<file path="src/rtl/alu2_cdb_result_broadcaster.sv">
// ALU2 result FIFO feeding the ALU2 channel of the common data bus.
// Results queue in acceptance order and leave one per CDB grant through a registered broadcast stage.
module alu2_cdb_result_broadcaster #(
  parameter int unsigned DEPTH = 4,
  parameter int unsigned PTR_W = 2
) (
  input  logic        iCLOCK,
  input  logic        inRESET,
  input  logic        iFLUSH,
  input  logic        iEXEC_VALID,
  input  logic        iEXEC_WRITEBACK,
  input  logic        iEXEC_DESTINATION_SYSREG,
  input  logic [5:0]  iEXEC_DESTINATION_REGNAME,
  input  logic [5:0]  iEXEC_COMMIT_TAG,
  input  logic [31:0] iEXEC_DATA,
  output logic        oEXEC_LOCK,
  output logic        oCDB_REQ,
  input  logic        iCDB_GRANT,
  output logic        oCDB_VALID,
  output logic        oCDB_WRITEBACK,
  output logic        oCDB_DESTINATION_SYSREG,
  output logic [5:0]  oCDB_DESTINATION_REGNAME,
  output logic [5:0]  oCDB_COMMIT_TAG,
  output logic [31:0] oCDB_DATA,
  output logic        oOVERFLOW
);

  localparam int unsigned CNT_W = PTR_W + 1;

  typedef struct packed {
    logic        wb;
    logic        sysreg;
    logic [5:0]  regname;
    logic [5:0]  tag;
    logic [31:0] data;
  } entry_t;

  entry_t             mem [DEPTH];
  entry_t             out_q;
  entry_t             wr_entry;
  logic [PTR_W-1:0]   wr_ptr;
  logic [PTR_W-1:0]   rd_ptr;
  logic [CNT_W-1:0]   count;
  logic               valid_q;
  logic               overflow_q;
  logic               push;
  logic               pop;

  assign oEXEC_LOCK = (count == CNT_W'(DEPTH));
  assign oCDB_REQ   = (count != '0);

  // Flush outranks both queue operations.
  assign push = iEXEC_VALID && !oEXEC_LOCK && !iFLUSH;
  assign pop  = oCDB_REQ && iCDB_GRANT && !iFLUSH;

  assign wr_entry = '{wb:      iEXEC_WRITEBACK,
                      sysreg:  iEXEC_DESTINATION_SYSREG,
                      regname: iEXEC_DESTINATION_REGNAME,
                      tag:     iEXEC_COMMIT_TAG,
                      data:    iEXEC_DATA};

  // Storage array; occupancy is tracked separately so no reset is needed here.
  always_ff @(posedge iCLOCK) begin
    if (push) begin
      mem[wr_ptr] <= wr_entry;
    end
  end

  always_ff @(posedge iCLOCK or negedge inRESET) begin
    if (!inRESET) begin
      wr_ptr     <= '0;
      rd_ptr     <= '0;
      count      <= '0;
      valid_q    <= 1'b0;
      out_q      <= '0;
      overflow_q <= 1'b0;
    end else begin
      // Sticky: a dropped push stays visible even across flushes.
      if (iEXEC_VALID && oEXEC_LOCK) begin
        overflow_q <= 1'b1;
      end
      if (iFLUSH) begin
        wr_ptr  <= '0;
        rd_ptr  <= '0;
        count   <= '0;
        valid_q <= 1'b0;
      end else begin
        valid_q <= pop;
        if (push) begin
          wr_ptr <= wr_ptr + PTR_W'(1);
        end
        if (pop) begin
          rd_ptr <= rd_ptr + PTR_W'(1);
          out_q  <= mem[rd_ptr];
        end
        if (push && !pop) begin
          count <= count + CNT_W'(1);
        end else if (pop && !push) begin
          count <= count - CNT_W'(1);
        end
      end
    end
  end

  assign oCDB_VALID               = valid_q;
  assign oCDB_WRITEBACK           = out_q.wb;
  assign oCDB_DESTINATION_SYSREG  = out_q.sysreg;
  assign oCDB_DESTINATION_REGNAME = out_q.regname;
  assign oCDB_COMMIT_TAG          = out_q.tag;
  assign oCDB_DATA                = out_q.data;
  assign oOVERFLOW                = overflow_q;

endmodule

</file>
<file path="config.mk">
export PLATFORM = sky130hd
export DESIGN_NAME = alu2_cdb_result_broadcaster
export DESIGN_NICKNAME = d
export VERILOG_FILES = /design/src/rtl/alu2_cdb_result_broadcaster.sv
export SDC_FILE = /design/constraint.sdc
export NUM_CORES = 1
export LEC_CHECK = 0
export ABC_CLOCK_PERIOD_IN_PS = 3250
export BUFFER_PORTS_ARGS = -buffer_cell sky130_fd_sc_hd__buf_4
export CAP_MARGIN = 20
export CORE_MARGIN = 4
export CORE_UTILIZATION = 45
export CTS_CLUSTER_SIZE = 10
export DETAILED_ROUTE_END_ITERATION = 10
export SYNTH_ARGS = -nofsm -noshare
export SYNTH_HDL_FRONTEND = slang
export SYNTH_SLANG_ARGS = --single-unit
export TNS_END_PERCENT = 20
</file>
<file path="constraint.sdc">
create_clock -name iCLOCK -period 3.25 [get_ports iCLOCK]
set_input_delay 0.65 -clock iCLOCK [delete_from_list [all_inputs] [get_ports iCLOCK]]
set_output_delay 0.65 -clock iCLOCK [all_outputs]
set_load 0.02 [all_outputs]
</file>
* After elaboration in Yosys (flattened, before gate mapping) *
Memory sizes are Yosys's and may differ from the RTL's. A register that Yosys moved wholly into a read port is not among the register bits.
Index checks and enable logic that the tools add are counted.
Widths: inputs -> output; s select.

storage, ports and cells
  bits in registers = 9
  latch bits = 0
  RAM bits = 184
  memory bits (read-only) = 0
  input bits = 51
  output and inout port bits = 50
  memories kept = 1

memories
  memory  words  bits a word  rd ports  clocked after Yosys merged registers in  write ports  line  RTL
  mem     4      46           1         1                                        1            38    entry_t mem [DEPTH];

cells by class
  $add $sub $neg = 4
  $mul = 0
  div/mod/pow operators = 0
  order comparisons = 0
  eq/ne operators = 1
  shifts and indexed selects = 0
  multiplexer cells = 10
  bitwise logic cells = 1
  reductions and logical operators = 17

operators with widths
  cell                 count
  $mux 3               3
  $mux 2               4
  $logic_and 1x1->1    7
  $reduce_bool 3->1    2
  $logic_not 1->1      5
  $add 2x1->2 const B  2
  $reduce_bool 2->1    2
  $add 3x1->3 const B  1
  $eq 3x3->1 const B   1
  $mux 1               3
  $sub 3x1->3 const B  1
  $reduce_and 2->1     1
  $not 1->1            1

* Logic depth before layout (Yosys ltp) *
Gate-level depths: netlist of run 1.

  depth after elaboration = 9
  depth in mapped cells = 8

* Worst setup path after synthesis of run 1 *
OpenSTA, ideal clock, no wires.

  path kind = register -> register
  start point = reg count[2]
  end point = reg count[2]
  library setup time = 0.066 ns
  arrival time = 2.710 ns
  data required time = 3.184 ns
  slack = 0.474 ns
  cell stages (with the launch flop) = 9
  buffers on the path = 1
  period minus slack after synthesis = 2.776 ns
  cells stage by stage = dfrtp_1 > buf_2 > nor3b_1 > nor3_1 > and2_1 > fa_1 > a21bo_2 > a311oi_1 > o311a_1

between the ends
  word-level cells in the longest chain between the ends = 7
  elaborated cells on any way between the ends = 17
  those cells by class = 2 x add/sub; 1 x eq/ne; 3 x mux; 11 x reduce/logical

ends and longest elaborated chain
  what                                                         line    RTL
  from (decl)                                                  43      logic [CNT_W-1:0] count;
  from (signal assigned)                                       97      count <= count + CNT_W'(1);
  from (signal assigned)                                       99      count <= count - CNT_W'(1);
  $eq 3x3->1 *                                                 49      assign oEXEC_LOCK = (count == CNT_W'(DEPTH));
  via oEXEC_LOCK                                               16      output logic oEXEC_LOCK,
  $logic_not 1->1 *                                            53      assign push = iEXEC_VALID && !oEXEC_LOCK && !iFLUSH;
  $logic_and 1x1->1 * (2 in a row)                             53
  $logic_and 1x1->1 / $logic_not 1->1 (equally long branches)  96, 98
  $mux 3 / $logic_and 1x1->1 (equally long branches)           96, 98
  $mux 3 / $reduce_bool 3->1 (equally long branches)           n/a

The timed path passes the listed nets; every way through them passes the cells marked *. The select of a mux whose other input is x is not followed.
A chain may end at the register's enable or synchronous reset.

* Worst setup path after layout of run 1 *
  start point = reg count[2]
  end point = reg count[2]

between the ends
  word-level cells in the longest chain between the ends = 7
  elaborated cells on any way between the ends = 17
  those cells by class = 2 x add/sub; 1 x eq/ne; 3 x mux; 11 x reduce/logical

ends and longest elaborated chain
  what
  branches (longest 7 deep; another with $sub 3x1->3)

Several ways; the timed one is not identified. The select of a mux whose other input is x is not followed.

==> metrics, run 1 <==
total track usage 0.151; CTS clock-pin slew for the worst setup and hold paths 60 ps; Num CTS Buffers 27; Max Cap Viol 0; critical path class reg2reg; Synth warnings 0; RSZ-0062 raised after global routing false; drt total wl 16.3 mm; pwr dens approximately 840 mW/mm^2; Setup Skew 10.5 ps; Hold Buf Count CTS 0; Via density ~5.2; Netlist cell types 33; initial core utilization 0.463; fraction of registers with async set/reset 0.230; post-synthesis simple-gate area fraction 0.0131; TritonCTS Sinks about 240; final setup fails 0; Area Overhead vs Synth 20.6%; mapped cell area just over 0.009 mm^2; Routed Antenna Nets 0; Slowest-stage cell, CP dfrtp_1; most common cell after layout, fill and taps aside edfxtp_1; CP peak stage delay 530 ps; largest net degree at the start of global routing between 50 and 60; Layout Utilization 0.558; final hold violations 0; clock latency on the worst-skew pair 510 ps; EDFF count, synth 184; largest family of logic cells by synthesized area multiplexers; P_leak 0.00392 uW; outcome completed; Max clock buf depth 3; Die Span Y ~150 um; Final TNS setup 0 ps; maximum VDD drop 0.420 mV; sequential fraction of the synthesis area 0.759; DRC 0; Critical Path Start Type flip-flop; DR iter-0 viols roughly 140; number of diodes 0; post-CTS sizing 0; HPWL Detailed 9.73 mm; Reg2Reg Setup Slack 790 ps; post-synth top area share 0.608; Reg-to-Reg Start count[2]; Least-Margin Pin Slew 786 ps; I/O Buffers 100; vias in the first global route 4535; GP Congestion between 0.7 and 0.8; Clock H-tree levels 1; Syn Inst Count 402; fin nets 577; CP Cell Sequence nor3b_1 -> buf_4 -> nor3_1 -> and2_1 -> fa_1 -> a21bo_2 -> a311oi_1 -> o311a_1; ratio of cells with drive above 1 in the final layout 0.443; Buf+Inv Stages, Crit Path 1; Synth Area in Compound Gates 0.0132; clock root cell clkbuf_16; Crit path max-delay family compound AO/OA/AOI/OAI gates; Crit. path cell count 8; FP Rows 51; drt pass-1 iters 4; Max Freq approximately 0.4 GHz; Worst R2R End count[2]; Critical Path AT 2920 ps; Slew HR 0.476; initial antenna violation count 0; DR vias 4173; leading area contributor after synthesis edfxtp_1; CP Max Fanout 9; Synth Flop Type edfxtp_1; CP endpoint kind flip-flop; post-synthesis mux area share 0.186; Tmin final 2460 ps; FF+latch count, synth about 240; HP Class in2async; grt ovf 0; CTS tree yes; Syn Area/Cell 22.6 um^2; commonest cells after routing, fill and taps aside edfxtp_1, buf_4, dfrtp_1; Die X 150 um; die area 0.0225 mm^2; synth top area cells edfxtp_1, dfrtp_1, mux4_2; Post-Syn Nets 458; IO Pins 101; Synth Area in Adders 0.00771; routed length per instance 20.2 um; Synth Area in XOR/XNOR 0.00193; Worst R2R Path Depth 8; Post-CTS Setup Repair Bufs 0; fin crit share 0.758; CP Data Required Time 3700 ps; Slew Limit Fails 0; core area 0.0197 mm^2; first-pass GRT wire length 25.8 mm
[cell families (layout without fill, tap and decap cells)]
family	count (synthesis)	count (layout)
fa+ha+maj	5	5
buf+inv	26	164
compound gates	14	14
mux	95	95
xor+xnor	2	2
simple gates	21	21
flops	239	239
[layout make-up]
type / instances / area (um^2)
fill: 1546 / 8690
sequential: 239 / 6910
multi-input combinational: 137 / 2030
timing repair buffer: 110 / 913
clock buffer: 48 / 754
tap: 265 / 332
inverter: 6 / 22.5
[where the power goes]
group / switching [uW] / internal [uW] / leakage, uW / total [uW]
clock: 1060 / 1550 / 0.000358 / 2600
sequential: 357 / 3770 / 0.00233 / 4120
combinational: 1120 / 1410 / 0.00124 / 2530
[registers in the layout, indices dropped and copies added, names as in the netlist]
register / count
oCDB_WRITEBACK: 1
oCDB_DESTINATION_SYSREG: 1
oCDB_DESTINATION_REGNAME: 6
mem: 184
oOVERFLOW: 1
oCDB_COMMIT_TAG: 6
oCDB_VALID: 1
rd_ptr: 2
count: 3
oCDB_DATA: 32
wr_ptr: 2
[worst max-delay path by stage]
stage                            from        end  slack [ps]
after floorplan              count[2]   count[2]         470
after global placement    iEXEC_VALID  mem[0][2]         820
after detailed placement  iEXEC_VALID  mem[0][6]         720
after CTS                    count[2]  mem[0][8]         810
after global routing         count[2]   count[2]         630
final                        count[2]   count[2]         790
[through the flow]
stage / hold slack (ps) / instances / setup slack [ps] / power (uW) / cell area [um^2]
floorplan: 354 / 402 / 474 / 5870 / 9090
global placement: 479 / 757 / 822 / 6740 / 10200
detailed placement: 457 / 757 / 723 / 6780 / 10200
CTS: 247 / 805 / 806 / 9410 / 11000
global route: 275 / 805 / 631 / 9740 / 11000
finish: 215 / 805 / 786 / 9250 / 11000
[metal layers]
layer,wire (um),GRT usage
met1,6820,0.199
met2,8110,0.255
met3,1110,0.0364
met4,255,0.0357
met5,0,0
[Yosys cell counts (2+ instances only)]
| library cell | count |
|---|---|
| a21oi_1 | 2 |
| and2_1 | 5 |
| buf_1 | 2 |
| buf_2 | 8 |
| buf_6 | 8 |
| clkbuf_1 | 2 |
| dfrtp_1 | 55 |
| edfxtp_1 | 184 |
| ha_1 | 4 |
| inv_1 | 6 |
| mux2_2 | 18 |
| mux2_4 | 29 |
| mux2i_1 | 2 |
| mux4_2 | 46 |
| nand3b_1 | 3 |
| nor2_1 | 8 |
| o21ai_0 | 2 |
| or3_1 | 2 |
| xor2_1 | 2 |
Power figures use the tool's default switching activity.
==> run 2, diff against run 1 <==
Settings changed: ABC_AREA set to 1, ABC_CLOCK_PERIOD_IN_PS 3250 to 2300.
Clock period 3.25 ns to 2.3 ns, I/O delays scaled along.
==> metrics, run 2 <==
DR iter-0 viols 341 (was 139); drt total wl 19.3 mm (was 16.3 mm); pwr dens 1130 mW/mm^2 (was 844 mW/mm^2); Commonest cells post-synth edfxtp_1, nand2_1, nor2_1 (was edfxtp_1, dfrtp_1, mux4_2); Area Overhead vs Synth 20.1% (was 20.6%); synth top area cells edfxtp_1, dfrtp_1, nand2_1 (was edfxtp_1, dfrtp_1, mux4_2); Post-CTS Setup Repair Bufs 0 (unchanged); total track usage 0.173 (was 0.151); DRC 0 (unchanged); Least-Margin Pin Slew 758 ps (was 786 ps); post-CTS sizing 0 (unchanged); routed length per instance 17.6 um (was 20.2 um); CP Max Fanout 4 (was 9); grt ovf 0 (unchanged); outcome completed (unchanged); total net switching power 3750 uW (was 2530 uW); Final TNS setup 0 ps (unchanged); Logic pwr share 0.252 (was 0.273); Overall Power 12400 uW (was 9250 uW); Syn Area/Cell 12.9 um^2 (was 22.6 um^2); Die X 150 um (about the same); Place WS 269 ps (was 723 ps); CP endpoint kind flip-flop (unchanged); number of diodes 0 (unchanged); drt pass-1 iters 7 (was 4); DR vias 5679 (was 4173); largest net degree at the start of global routing 94 (was 56); Max clock buf depth 3 (unchanged); CTS tree yes (unchanged); Worst R2R Path Depth 12 (was 8); vias in the first global route 5883 (was 4535); placed instance area 0.0102 mm^2 (about the same); EDFF count, synth 184 (unchanged); Reg-to-Reg Start count[1] (was count[2]); Routed Antenna Nets 0 (unchanged); RSZ-0062 raised after global routing false (unchanged); Design Area, Final 0.0109 mm^2 (was 0.0110 mm^2); Via density 5.17 (was 5.18); ratio of cells with drive above 1 in the final layout 0.192 (was 0.443); die area 0.0226 mm^2 (was 0.0225 mm^2); Seq pwr share 0.449 (was 0.446); sequential fraction of the synthesis area 0.758 (was 0.759); P_leak 0.00426 uW (was 0.00392 uW); FF+latch count, synth 239 (unchanged); core area 0.0197 mm^2 (unchanged); Synth Flop Type edfxtp_1 (unchanged); initial core utilization 0.463 (about the same); first-pass GRT wire length 30.6 mm (was 25.8 mm); Post-Syn Nets 764 (was 458); FP Rows 51 (unchanged); clock root cell clkbuf_16 (unchanged); most common cell after layout, fill and taps aside edfxtp_1 (unchanged); Clk pwr share 0.299 (was 0.281); Num CTS Buffers 27 (unchanged); final-layout fill cell count 1631 (was 1546); Tmin final 2060 ps (was 2460 ps); HP Class in2async (unchanged); Clock H-tree levels 1 (unchanged); CTS clock-pin slew for the worst setup and hold paths 60 ps (about the same); Slew HR 0.495 (was 0.476); final setup fails 0 (unchanged); final hold violations 0 (unchanged); maximum VDD drop 0.547 mV (was 0.420 mV); critical path class reg2reg (unchanged); internal power 8610 uW (was 6720 uW); Critical Path AT 2460 ps (was 2920 ps); count leader, synth edfxtp_1 (unchanged); Max Cap Viol 0 (unchanged); Setup Skew 6.55 ps (was 10.5 ps); HPWL Detailed 11.1 mm (was 9.73 mm); initial antenna violation count 0 (unchanged); Slew Limit Fails 0 (unchanged); commonest cells after routing, fill and taps aside edfxtp_1, nand2_1, buf_4 (was edfxtp_1, buf_4, dfrtp_1); Max Freq 0.486 GHz (was 0.406 GHz); Worst R2R End count[2] (unchanged); mapped cell area 0.00910 mm^2 (was 0.00909 mm^2); fin nets 870 (was 577); Netlist cell types 28 (was 33); Hold Buf Count CTS 0 (unchanged); Die Span Y 150 um (about the same); Critical Path Start Type flip-flop (unchanged); I/O Buffers 100 (unchanged); CP Data Required Time 2700 ps (was 3700 ps); leading area contributor after synthesis edfxtp_1 (unchanged); fraction of registers with async set/reset 0.230 (unchanged); Synth warnings 0 (unchanged); Most flops, register mem (unchanged); fin crit share 0.894 (was 0.758); Final Worst Setup Slack 243 ps (was 786 ps); GP Congestion 0.798 (was 0.791); post-synth top area share 0.607 (was 0.608); TritonCTS Sinks 239 (unchanged); clock latency on the worst-skew pair 510 ps (about the same); IO Pins 101 (unchanged); switch share 0.304 (was 0.273); Syn Inst Count 708 (was 402); Reg2Reg Setup Slack 240 ps (was 790 ps); max reg flops 184 (unchanged)
-- run 2: cell count changes in the layout (fill, tap and decap cells not counted), moves of 4 or more --
| cell | previous run | this run |
|---|---|---|
| buf_4 | 103 | 110 |
| inv_1 | 6 | 12 |
| nand2_1 | 0 | 153 |
| mux4_2 | 46 | 0 |
| and2_2 | 4 | 0 |
| o21ai_0 | 2 | 85 |
| o22ai_1 | 0 | 46 |
| mux2_4 | 29 | 0 |
| mux2_2 | 18 | 0 |
| o21ai_1 | 0 | 11 |
| nor2_1 | 7 | 94 |
-- run 2: per-layer routing --
| layer | up-vias | routed length [um] | GRT usage | part of all wire |
|---|---|---|---|---|
| met5 | - | 0 | 0 | 0 |
| met4 | 0 | 405 | 0.0453 | 0.021 |
| met3 | 34 | 1080 | 0.0283 | 0.056 |
| met2 | 156 | 9440 | 0.300 | 0.49 |
| met1 | 2786 | 8340 | 0.228 | 0.43 |
| li1 | 2703 | - | - | - |
-- run 2: power groups by stage --
stage                     Clock (uW)  Combinational (uW)  Sequential (uW)
after floorplan                    0                1460             6080
after CTS                       3780                3160             5550
after detailed placement           0                3140             5630
after global placement             0                3090             5600
final                           3700                3110             5550
after global routing            3960                3450             5610
-- run 2: cell type report --
cell class | count | area (um^2) | area share
well taps | 265 | 332 | 0.0303
repair buffers | 116 | 946 | 0.0865
flip-flops and latches | 239 | 6910 | 0.632
clock buffers | 48 | 754 | 0.0690
inverters | 16 | 63.8 | 0.00584
multi-input cells | 414 | 1930 | 0.177
-- run 2: worst max-delay path: stages (launching register included) --
cell and delay (ps):
dfrtp_1 390, nor2_2 190, nand2_1 130, nand3_2 90
inv_1 80, nand2_1 70, inv_1 50, fa_1 380
xnor2_1 200, o21bai_1 140, nand2_1 80, nand2_1 90
nand2_1 60
-- run 2: stage by stage --
step / utilization / cells / hold slack (ps)
6_report: 0.556 / 1098 / 22.7
5_1_grt: 0.556 / 1098 / 91.8
4_1_cts: 0.556 / 1098 / 53.2
3_5_place_dp: 0.518 / 1050 / 466
3_3_place_gp: 0.518 / 1050 / 465
2_1_floorplan: - / 708 / 164
-- run 2: cell families (layout without fill, tap and decap cells) --
family                     Yosys count  count (layout)  synth area share
AOI/OAI and AO/OA                  149             149            0.0892
xor gates and xnor gates             1               1          0.000962
adders and majority gates            5               5           0.00770
buffers and inverters               55             180            0.0327
DFF                                239             239             0.758
and+or+nand+nor                    259             259             0.111
-- run 2: worst max-delay path by stage --
| stage | endpoint | cells after the start | slack [ps] | start |
|---|---|---|---|---|
| floorplan | mem[0][0] | 3 | -80 | iFLUSH |
| global placement | count[2] | 12 | 410 | iFLUSH |
| detailed placement | count[2] | 12 | 270 | iFLUSH |
| CTS | count[2] | 12 | 260 | count[1] |
| global route | count[2] | 12 | 110 | count[1] |
| finish | count[2] | 12 | 240 | count[1] |
==> run 3, diff against run 2 <==
Settings changed: CORE_MARGIN 4 to 5.
==> metrics, run 3 (same netlist as run 2, synthesis figures left out) <==
worst hold margin 8.96 ps (was 22.7 ps); post-CTS sizing 0 (unchanged); most used cell, CP nand2_1 (unchanged); TritonCTS Sinks 239 (unchanged); vias in the first global route 5841 (was 5883); Reg2Reg Setup Slack 300 ps (was 240 ps); initial antenna violation count 0 (unchanged); internal power 8610 uW (about the same); Most flops, register mem (unchanged); Max clock buf depth 3 (unchanged); fin crit share 0.870 (was 0.894); Setup Skew 15.3 ps (was 6.55 ps); Slowest-stage cell, CP dfrtp_1 (unchanged); Via density 5.19 (was 5.17); core area 0.0201 mm^2 (was 0.0197 mm^2); Tmin final 2000 ps (was 2060 ps); maximum VDD drop 0.571 mV (was 0.547 mV); FP Rows 52 (was 51); most common cell after layout, fill and taps aside edfxtp_1 (unchanged); HPWL Detailed 10.9 mm (was 11.1 mm); GP Congestion 0.792 (was 0.798); Worst R2R Path Depth 12 (unchanged); Die Span Y 152 um (was 150 um); Num CTS Buffers 27 (unchanged); Least-Margin Pin Slew 776 ps (was 758 ps); Overall Power 12400 uW (about the same); P_leak 0.00425 uW (was 0.00426 uW); Hold Buf Count CTS 0 (unchanged); DRC 0 (unchanged); Final TNS setup 0 ps (unchanged); RSZ-0062 raised after global routing false (unchanged); fin nets 866 (was 870); number of diodes 0 (unchanged); Max Freq 0.500 GHz (was 0.486 GHz); CTS clock-pin slew for the worst setup and hold paths 60 ps (about the same); HP Class in2async (unchanged); Reg-to-Reg Start count[1] (unchanged); clock latency on the worst-skew pair 520 ps (was 510 ps); Post-CTS Setup Repair Bufs 0 (unchanged); clock root cell clkbuf_16 (unchanged); CP endpoint kind flip-flop (unchanged); Logic pwr share 0.251 (was 0.252); final setup fails 0 (unchanged); total track usage 0.165 (was 0.173); Crit path max-delay family simple AND/OR/NAND/NOR gates (unchanged); ratio of cells with drive above 1 in the final layout 0.188 (was 0.192); CP Max Fanout 4 (unchanged); Slew Limit Fails 0 (unchanged); Critical Path AT 2400 ps (was 2460 ps); Worst R2R End count[2] (unchanged); I/O Buffers 100 (unchanged); DR iter-0 viols 384 (was 341); routed length per instance 17.7 um (was 17.6 um); initial core utilization 0.453 (was 0.463); DR vias 5701 (was 5679); Place WS 297 ps (was 269 ps); CP peak stage delay 400 ps (was 390 ps); CP Cell Sequence nor2_2 -> nand2_1 -> nand3_2 -> inv_1 -> nand2_1 -> inv_1 -> fa_1 -> xnor2_1 -> o21bai_1 -> nand2_1 -> nand2_1 -> nand2_1 (unchanged); Layout Utilization 0.543 (was 0.556); Seq pwr share 0.450 (was 0.449); commonest cells after routing, fill and taps aside edfxtp_1, nand2_1, buf_4 (unchanged); drt total wl 19.4 mm (was 19.3 mm); final hold violations 0 (unchanged); Area Overhead vs Synth 20.0% (was 20.1%); Critical Path Start Type flip-flop (unchanged); Routed Antenna Nets 0 (unchanged); Slew HR 0.483 (was 0.495); Clock H-tree levels 1 (unchanged); CP Data Required Time 2700 ps (about the same); Buf+Inv Stages, Crit Path 2 (unchanged); Max Cap Viol 0 (unchanged); Final Worst Setup Slack 300 ps (was 243 ps); pwr dens 1130 mW/mm^2 (about the same); switch share 0.303 (was 0.304); critical path class reg2reg (unchanged); grt ovf 0 (unchanged); total net switching power 3750 uW (about the same); IO Pins 101 (unchanged); CTS tree yes (unchanged); Die X 152 um (was 150 um); Clk pwr share 0.299 (about the same); outcome completed (unchanged); first-pass GRT wire length 30.8 mm (was 30.6 mm); largest net degree at the start of global routing 94 (unchanged); final-layout fill cell count 1673 (was 1631); die area 0.0232 mm^2 (was 0.0226 mm^2); drt pass-1 iters 5 (was 7); max reg flops 184 (unchanged)
==> run 3: power by group through the flow <==
| stage | Combinational (uW) | Sequential [uW] | Clock, uW |
|---|---|---|---|
| floorplan | 1460 | 6080 | 0 |
| global placement | 3080 | 5610 | 0 |
| detailed placement | 3150 | 5630 | 0 |
| CTS | 3160 | 5550 | 3780 |
| global route | 3420 | 5620 | 3970 |
| finish | 3110 | 5550 | 3690 |
==> run 3: per-layer routing <==
metal,track usage,up-vias,part of all wire
met5,0,-,0
met4,0.0509,0,0.018
met3,0.0304,28,0.047
met2,0.288,132,0.52
met1,0.210,2849,0.42
li1,-,2692,-
==> run 3: worst register-to-register path: stages (launching register included) <==
cell and delay [ps]:
dfrtp_1 400, nor2_2 200, nand2_1 140, nand3_2 100, inv_1 80, nand2_1 70, inv_1 50, fa_1 370
xnor2_1 180, o21bai_1 140, nand2_1 60, nand2_1 70, nand2_1 50
==> run 3: worst max path at each step <==
stage / startpoint / end / slack, ps / cells after the start
2_1_floorplan: iFLUSH / mem[0][0] / -80 / 3
3_3_place_gp: iFLUSH / count[2] / 420 / 12
3_5_place_dp: iFLUSH / count[2] / 300 / 12
4_1_cts: count[1] / count[2] / 300 / 12
5_1_grt: count[1] / count[2] / 120 / 12
6_report: count[1] / count[2] / 300 / 12
==> run 3: area by class of cell <==
cell class / instances / area (um^2) / area share
clock buffer: 48 / 754 / 0.0691
timing repair buffer: 112 / 928 / 0.0850
sequential: 239 / 6910 / 0.632
inverter: 16 / 62.6 / 0.00573
tap: 270 / 338 / 0.0309
multi-input combinational: 414 / 1930 / 0.177
==> run 3: per-stage QoR <==
stage	area (um^2)	instances
finish	10900	1099
global route	10900	1099
CTS	10900	1099
detailed placement	10200	1051
global placement	10200	1051
floorplan	9110	708
